<file path="src/rtl/lsu_align.sv">
// lsu_align: load/store alignment between the MEM stage and a word-only memory.
// Sub-word stores are read-modify-write; misaligned/illegal requests error out.
//   clk, rst          : clock, async active-high reset
//   req_*             : MEM-stage request (valid/ready, we, funct3, addr, wdata)
//   resp_*            : one-cycle completion pulse with load data and error flag
//   dmem_*            : word memory port (addr, ren, comb. rdata, wen, wdata)
module lsu_align #(
   parameter int unsigned RMW_EN = 1
) (
   input  logic        clk,
   input  logic        rst,
   input  logic        req_valid_i,
   output logic        req_ready_o,
   input  logic        req_we_i,
   input  logic [2:0]  req_funct3_i,
   input  logic [31:0] req_addr_i,
   input  logic [31:0] req_wdata_i,
   output logic        resp_valid_o,
   output logic [31:0] resp_rdata_o,
   output logic        resp_err_o,
   output logic [31:0] dmem_addr_o,
   output logic        dmem_ren_o,
   input  logic [31:0] dmem_rdata_i,
   output logic        dmem_wen_o,
   output logic [31:0] dmem_wdata_o
);

   typedef enum logic {IDLE, MERGE} state_t;

   state_t      state;
   logic [31:0] l_addr;
   logic [15:0] l_wdata;
   logic [31:0] mbuf;
   logic        l_half;

   logic        sz_b, sz_h, sz_w;
   logic        mis, ill, no_rmw, err;
   logic        accept, go, word_st, sub_st;
   logic [7:0]  bsel;
   logic [15:0] hsel;
   logic [31:0] ld_data, mword;

   assign req_ready_o = (state == IDLE);

   always_comb begin
      sz_b    = (req_funct3_i[1:0] == 2'd0);
      sz_h    = (req_funct3_i[1:0] == 2'd1);
      sz_w    = (req_funct3_i[1:0] == 2'd2);
      mis     = (sz_w & (req_addr_i[1:0] != 2'b00)) | (sz_h & req_addr_i[0]);
      // loads: 3 and 6/7 are undefined; stores: only 0..2
      ill     = req_we_i ? (req_funct3_i > 3'd2)
                         : ((req_funct3_i[1:0] == 2'd3) |
                            (req_funct3_i[2] & req_funct3_i[1]));
      no_rmw  = req_we_i & ~sz_w & (RMW_EN == 0);
      err     = mis | ill | no_rmw;
      accept  = req_valid_i & req_ready_o & ~rst;
      go      = accept & ~err;
      word_st = go & req_we_i & sz_w;
      sub_st  = go & req_we_i & ~sz_w;
   end

   always_comb begin
      bsel = dmem_rdata_i[{req_addr_i[1:0], 3'b000} +: 8];
      hsel = req_addr_i[1] ? dmem_rdata_i[31:16] : dmem_rdata_i[15:0];
      unique case (req_funct3_i)
         3'd0:    ld_data = {{24{bsel[7]}}, bsel};
         3'd1:    ld_data = {{16{hsel[15]}}, hsel};
         3'd4:    ld_data = {24'h0, bsel};
         3'd5:    ld_data = {16'h0, hsel};
         default: ld_data = dmem_rdata_i;
      endcase
   end

   // Splice the latched store lane into the word read at accept.
   always_comb begin
      mword = mbuf;
      if (l_half)
         mword[{l_addr[1], 4'b0000} +: 16] = l_wdata;
      else
         mword[{l_addr[1:0], 3'b000} +: 8] = l_wdata[7:0];
   end

   // Memory port is combinational so a load reads in its accept cycle;
   // gating with rst makes an in-flight merge write drop immediately.
   always_comb begin
      dmem_ren_o   = go & ~(req_we_i & sz_w);
      dmem_wen_o   = ~rst & ((state == MERGE) | word_st);
      dmem_addr_o  = 32'h0;
      dmem_wdata_o = 32'h0;
      if (!rst) begin
         if (state == MERGE) begin
            dmem_addr_o  = {l_addr[31:2], 2'b00};
            dmem_wdata_o = mword;
         end else begin
            dmem_addr_o  = {req_addr_i[31:2], 2'b00};
            if (word_st)
               dmem_wdata_o = req_wdata_i;
         end
      end
   end

   always_ff @(posedge clk or posedge rst) begin
      if (rst) begin
         state        <= IDLE;
         resp_valid_o <= 1'b0;
         resp_rdata_o <= 32'h0;
         resp_err_o   <= 1'b0;
         l_addr       <= 32'h0;
         l_wdata      <= 16'h0;
         l_half       <= 1'b0;
         mbuf         <= 32'h0;
      end else begin
         resp_valid_o <= 1'b0;
         resp_rdata_o <= 32'h0;
         resp_err_o   <= 1'b0;
         unique case (state)
            IDLE: begin
               if (accept) begin
                  if (err) begin
                     resp_valid_o <= 1'b1;
                     resp_err_o   <= 1'b1;
                  end else if (!req_we_i) begin
                     resp_valid_o <= 1'b1;
                     resp_rdata_o <= ld_data;
                  end else if (sub_st) begin
                     state   <= MERGE;
                     l_addr  <= req_addr_i;
                     l_wdata <= req_wdata_i[15:0];
                     l_half  <= sz_h;
                     mbuf    <= dmem_rdata_i;
                  end else begin
                     resp_valid_o <= 1'b1;
                  end
               end
            end
            MERGE: begin
               state        <= IDLE;
               resp_valid_o <= 1'b1;
            end
         endcase
      end
   end

   logic unused_ok;
   assign unused_ok = sz_b;

endmodule
</file>
<file path="config.mk">
export PLATFORM = sky130hd
export DESIGN_NAME = lsu_align
export DESIGN_NICKNAME = d
export VERILOG_FILES = /design/src/rtl/lsu_align.sv
export SDC_FILE = /design/constraint.sdc
export NUM_CORES = 1
export LEC_CHECK = 0
export ABC_AREA = 1
export BUFFER_PORTS_ARGS = -buffer_cell sky130_fd_sc_hd__buf_2
export CORE_UTILIZATION = 54
export DETAILED_ROUTE_END_ITERATION = 7
export PLACE_DENSITY_LB_ADDON = 0.05
export SLEW_MARGIN = 20
export SYNTH_ARGS = -nofsm -noshare
export SYNTH_HDL_FRONTEND = slang
export SYNTH_SLANG_ARGS = --single-unit
</file>
<file path="constraint.sdc">
create_clock -name clk -period 8.3 [get_ports clk]
set_input_delay 1.245 -clock clk [delete_from_list [all_inputs] [get_ports clk]]
set_output_delay 1.245 -clock clk [all_outputs]
set_load 0.1 [all_outputs]
</file>
== After elaboration in Yosys (flattened, before gate mapping) ==
Index checks and enable logic that the tools add are counted.

* $add $sub $neg: 2
* $lt $le $gt $ge: 1
* Equal/unequal tests: 6
* Shifts and indexed selects: 5
* Mux-type cells: 28
* Bitwise logic cells: 21
* Reduce and logical (&&, ||, !) cells: 3

{| class="wikitable"
|+ Operators with widths
! kind !! number
|-
| 32-bit 2-to-1 mux || 10
|-
| 32-bit one-hot mux with 4 select lines || 1
|-
| 32-bit bitwise mux || 2
|-
| 16-bit by 7-bit variable shift with 32-bit output, first input constant || 1
|-
| 8-bit by 7-bit variable shift with 32-bit output, first input constant || 1
|-
| 16-bit by 7-bit indexed part select with 32-bit output || 1
|-
| 32-bit by 6-bit indexed part select with 8-bit output || 1
|-
| 8-bit by 7-bit indexed part select with 32-bit output || 1
|-
| 16-bit 2-to-1 mux || 1
|-
| 5-bit negation with 7-bit output || 2
|-
| 1-bit bitwise AND || 12
|-
| 1-bit 2-to-1 mux || 12
|-
| 3-bit equality test, second input constant || 2
|-
| 1-bit inverter || 5
|-
| 5-bit AND reduction || 1
|-
| 2-bit equality test, second input constant || 2
|-
| 1-bit bitwise OR || 4
|-
| 1-bit one-hot mux with 2 select lines || 2
|-
| 3-bit by 1-bit equality test with 1-bit output, second input constant || 1
|-
| 3-bit by 2-bit > comparator with 1-bit output, second input constant || 1
|-
| 3-bit logical NOT || 1
|-
| 2-bit by 1-bit equality test with 1-bit output, second input constant || 1
|-
| 2-bit nonzero test || 1
|}

* Register bits after elaboration: 116

== Longest topological paths before layout ==
* Depth in word-level cells: 13
* Depth in mapped cells: 13

== Worst setup path after synthesis ==
No wires, ideal clock.

* Path type: input to output
* From: in rst
* To: out dmem_addr_o[19]
* Arrival: 6716 ps
* Data required time: 7055 ps
* Slack: 339 ps
* Stages: 4
* Cells stage by stage: inv_1 -> clkbuf_1 -> o21ai_0 -> nor2_1

* Word-level cells in the longest chain between the ends: 1

{| class="wikitable"
|+ RTL lines
! item !! RTL line !! source
|-
| from (decl) || 11 || <nowiki>input logic rst,</nowiki>
|-
| 32-bit 2-to-1 mux || 90 || <nowiki>if (!rst) begin</nowiki>
|-
| to (decl) || 21 || <nowiki>output logic [31:0] dmem_addr_o,</nowiki>
|}

No other way between the ends.

== Worst setup path in the final report ==
* From: in rst
* To: out dmem_wdata_o[23]

* Word-level cells in the longest chain between the ends: 8

{| class="wikitable"
|+ RTL lines
! item !! RTL line !! source
|-
| 1-bit inverter || 56 || <nowiki>accept = req_valid_i & req_ready_o & ~rst;</nowiki>
|-
| 1-bit bitwise AND || 56 ||
|-
| 1-bit bitwise AND || 57 || <nowiki>go = accept & ~err;</nowiki>
|-
| 1-bit bitwise AND (2 in series) || 58 || <nowiki>word_st = go & req_we_i & sz_w;</nowiki>
|-
| 32-bit 2-to-1 mux || 96 || <nowiki>if (word_st)</nowiki>
|-
| 32-bit 2-to-1 mux || 91 || <nowiki>if (state == MERGE) begin</nowiki>
|-
| 32-bit 2-to-1 mux * || 90 ||
|-
| to (decl) || 25 || <nowiki>output logic [31:0] dmem_wdata_o</nowiki>
|}

Every way passes the cells marked *; elsewhere a longest branch is shown, timed or not.

==> results.yml <==
status:
  outcome: "finished, final reports clean"
floorplanning:
  dieArea_um2: 14600
  die_y_um: 121
  num_rows: 43
  start_util_pct: 55.2
  die-width_um: 121
  ios: 204
  coreArea_um2: 13800
pwr:
  net-switching-power_w: 0.000774
  power_per_cell_area_nw_per_um2: 227
  clock_network_fraction_of_total_power_pct: 34.1
  p_sw_share_pct: 37.2
  worst_ir_drop_on_vdd_uv: 117
  p_int_w: 0.00131
  p_total_w: 0.00208
  leak_pwr_nw: 5.64
  power_frac_comb_pct: 29.3
  sequentialPowerShare_pct: 36.6
worst_setup_path:
  r2r_slack_ps: 5450
  critPathRequiredTime_ps: 7050
  endpoint_kind: "output port"
  worst_endpoint_data_arrival_time_ps: 3490
  timing.critical_path.from_type: "primary input"
  ws_path_type: "in2out"
  r2r-start: "state$_DFF_PP0_"
  worstReg2RegEnd: "mbuf[8]$_DFFE_PP0P_"
  r2r.worst_path.cells: 8
  worstPathMaxFanout: 61
global_route:
  gr-usage-all-layers_pct: 30.9
  first_global_vias: 7288
  grt_pass1_wl_um: 35400
  maximum_number_of_pins_on_one_net_before_global_route_repair: 89
  number_of_antenna_violations_at_the_first_check_in_global_routing: 1
  grt_overflow_total: 0
cts:
  cts_post_setup_buffers_inserted: 0
  number_of_buffers_created_by_cts: 17
  clkLatencyLatePin_ps: 410
  tritoncts: "yes"
  clkSlewWorstSetupHoldPaths_ps: 50
  clock_sink_count: 116
  postCtsHoldBufs: 0
  cts.htree.levels: 4
  clock-root-buffer: "sky130_fd_sc_hd__clkbuf_16"
  ctsLongestPathBuffers: 2
  cts_repair_resize_count: 0
drt:
  drcViolationCount: 0
  detailroute.via_count: 8169
  final_antenna_net_count: 0
  detail_route.wl_per_cell_um: 14.1
  first_pass_iteration_count_of_the_detailed_router: 6
  wirelength_um: 22000
  first_iter_violations: 740
  vias_per_cell: 5.22
timing:
  grt_setup_unrepaired: "no"
  final_hold_slack_ps: 470
  maxSlewHeadroom_pct: 32.6
  timing.fmax_ghz: 0.211
  tightest_slew_ps: 1010
  timing.final.hold_violations: 0
  totalNegativeSetupSlack_ps: 0
  min_period_ps: 4740
  maxSlewViolCount: 0
  timing.final.crit_share_pct: 57.1
  final.setup_skew_ps: 9.68
  final-setup-viol-count: 0
cells_and_area:
  layoutNonFillerInstCount: 1566
  most_common_cell_after_layout_fill_and_taps_aside: "sky130_fd_sc_hd__nand2_1"
  design.final.nets: 1480
  final_core_utilization_pct: 66.1
  syn_to_final_growth_pct: 19.7
  layout-drive-gt1-share_pct: 20.5
  mostFrequentLayoutCells: "454 x sky130_fd_sc_hd__nand2_1, 201 x sky130_fd_sc_hd__buf_2, 168 x sky130_fd_sc_hd__nor2_1, 136 x sky130_fd_sc_hd__nand3_1, 115 x sky130_fd_sc_hd__dfrtp_1"
min_path:
  holdCritStartpoint: "l_wdata[15]$_DFFE_PP0P_"
  worst_hold_path.endpoint: "l_wdata[15]$_DFFE_PP0P_"
  hold_path.class: "reg2reg"
  hold-path-cell-count: 2
yosys:
  ys_types: 24
  avgSynthCellArea_um2: 6.25
  yosys_warnings: 0
  syn_area_um2: 7630
  syn-instance-count: 1221
  yosys_register_bits: 116
  synth_sequential_area_ratio_pct: 38.0
job:
  max-cap-violations: 0
placed_design:
  gp_routability_congestion: 0.900
  dp.final_hpwl_um: 15000
  placement.io_buffers: 201
  post-place-cells: 1533
-- registers in the layout, summed over array words and instances (netlist names) --
| register | flops |
|---|---|
| l_addr | 32 |
| l_half | 1 |
| l_wdata | 16 |
| mbuf | 32 |
| resp_err_o | 1 |
| resp_rdata_o | 32 |
| resp_valid_o | 1 |
| state | 1 |
-- metrics by stage --
stage               instance area (um^2)  setup WS, ps
finish                              9140          3560
global route                        9140          3210
CTS                                 9130          3180
detailed placement                  8550          3180
global placement                    8550          3350
floorplan                           7640           339
-- cell type report --
class	instances	area (um^2)
Clock inverter	9	103
Inverter	115	434
Tap cell	180	225
Fill cell	1351	4690
Timing Repair Buffer	210	1080
Clock buffer	23	478
Sequential cell	116	2900
Multi-Input combinational cell	912	3920
Antenna cell	1	2.50
-- worst max-delay path by stage --
stage	from	to	slack [ps]	cells past startpoint
6_report	rst	dmem_wdata_o[23]	3560	9
5_1_grt	rst	dmem_wdata_o[31]	3210	9
4_1_cts	rst	dmem_wdata_o[23]	3180	9
3_5_place_dp	rst	dmem_wdata_o[23]	3180	9
3_3_place_gp	rst	dmem_wdata_o[16]	3350	9
2_1_floorplan	rst	dmem_addr_o[19]	340	4
-- layer usage --
layer | wire (um) | vias to the layer above | global-route usage (%)
met1 | 9680 | 3729 | 43.0
met5 | 0 | - | 0
met3 | 1750 | 46 | 5.92
met2 | 10000 | 332 | 47.3
met4 | 593 | 0 | 12.7
li1 | - | 4062 | -
-- power groups by stage --
stage / Clock [W] / Sequential (W) / Combinational [W]
after floorplan: 0 / 0.000755 / 0.000460
after global placement: 0 / 0.000763 / 0.000595
after detailed placement: 0 / 0.000765 / 0.000602
after CTS: 0.000719 / 0.000757 / 0.000607
after global routing: 0.000744 / 0.000771 / 0.000690
final: 0.000709 / 0.000760 / 0.000610
-- worst max-delay path, stage by stage --
cell and delay (ps):
sky130_fd_sc_hd__buf_2 110, sky130_fd_sc_hd__inv_4 460, sky130_fd_sc_hd__nand2_1 140, sky130_fd_sc_hd__nor2_1 240, sky130_fd_sc_hd__nand4_1 130, sky130_fd_sc_hd__nand2_1 90, sky130_fd_sc_hd__nand2_2 350, sky130_fd_sc_hd__nor2_1 230
sky130_fd_sc_hd__buf_2 450
-- Yosys cell counts --
cell,count,area share (%)
sky130_fd_sc_hd__inv_1,111,5.5
sky130_fd_sc_hd__dfrtp_1,116,38
sky130_fd_sc_hd__nand2_2,3,0.25
sky130_fd_sc_hd__or2_2,32,2.6
sky130_fd_sc_hd__buf_4,8,0.79
sky130_fd_sc_hd__and2_1,1,0.082
sky130_fd_sc_hd__buf_1,1,0.049
sky130_fd_sc_hd__o221ai_1,7,0.80
sky130_fd_sc_hd__buf_6,8,1.2
sky130_fd_sc_hd__nand2_1,456,22
sky130_fd_sc_hd__nand4_1,2,0.16
sky130_fd_sc_hd__nor3_1,1,0.065
sky130_fd_sc_hd__ha_1,5,0.82
sky130_fd_sc_hd__a21oi_1,2,0.13
sky130_fd_sc_hd__nor2_1,168,8.3
sky130_fd_sc_hd__nor2_2,2,0.16
sky130_fd_sc_hd__buf_2,14,0.92
sky130_fd_sc_hd__inv_2,3,0.15
sky130_fd_sc_hd__clkinv_1,1,0.049
sky130_fd_sc_hd__nand3_1,136,8.9
sky130_fd_sc_hd__nand3_2,1,0.13
sky130_fd_sc_hd__o21ai_0,94,6.2
sky130_fd_sc_hd__clkbuf_1,48,2.4
sky130_fd_sc_hd__conb_1,1,0.049
-- cell families after synthesis --
logic type	share of synthesized area, %
simple gates	43.1
buf+inv	10.9
compound gates	7.10
flops	38.0
other cells	0.0491
fa+ha+maj	0.819
Power figures use the tool's default switching activity.
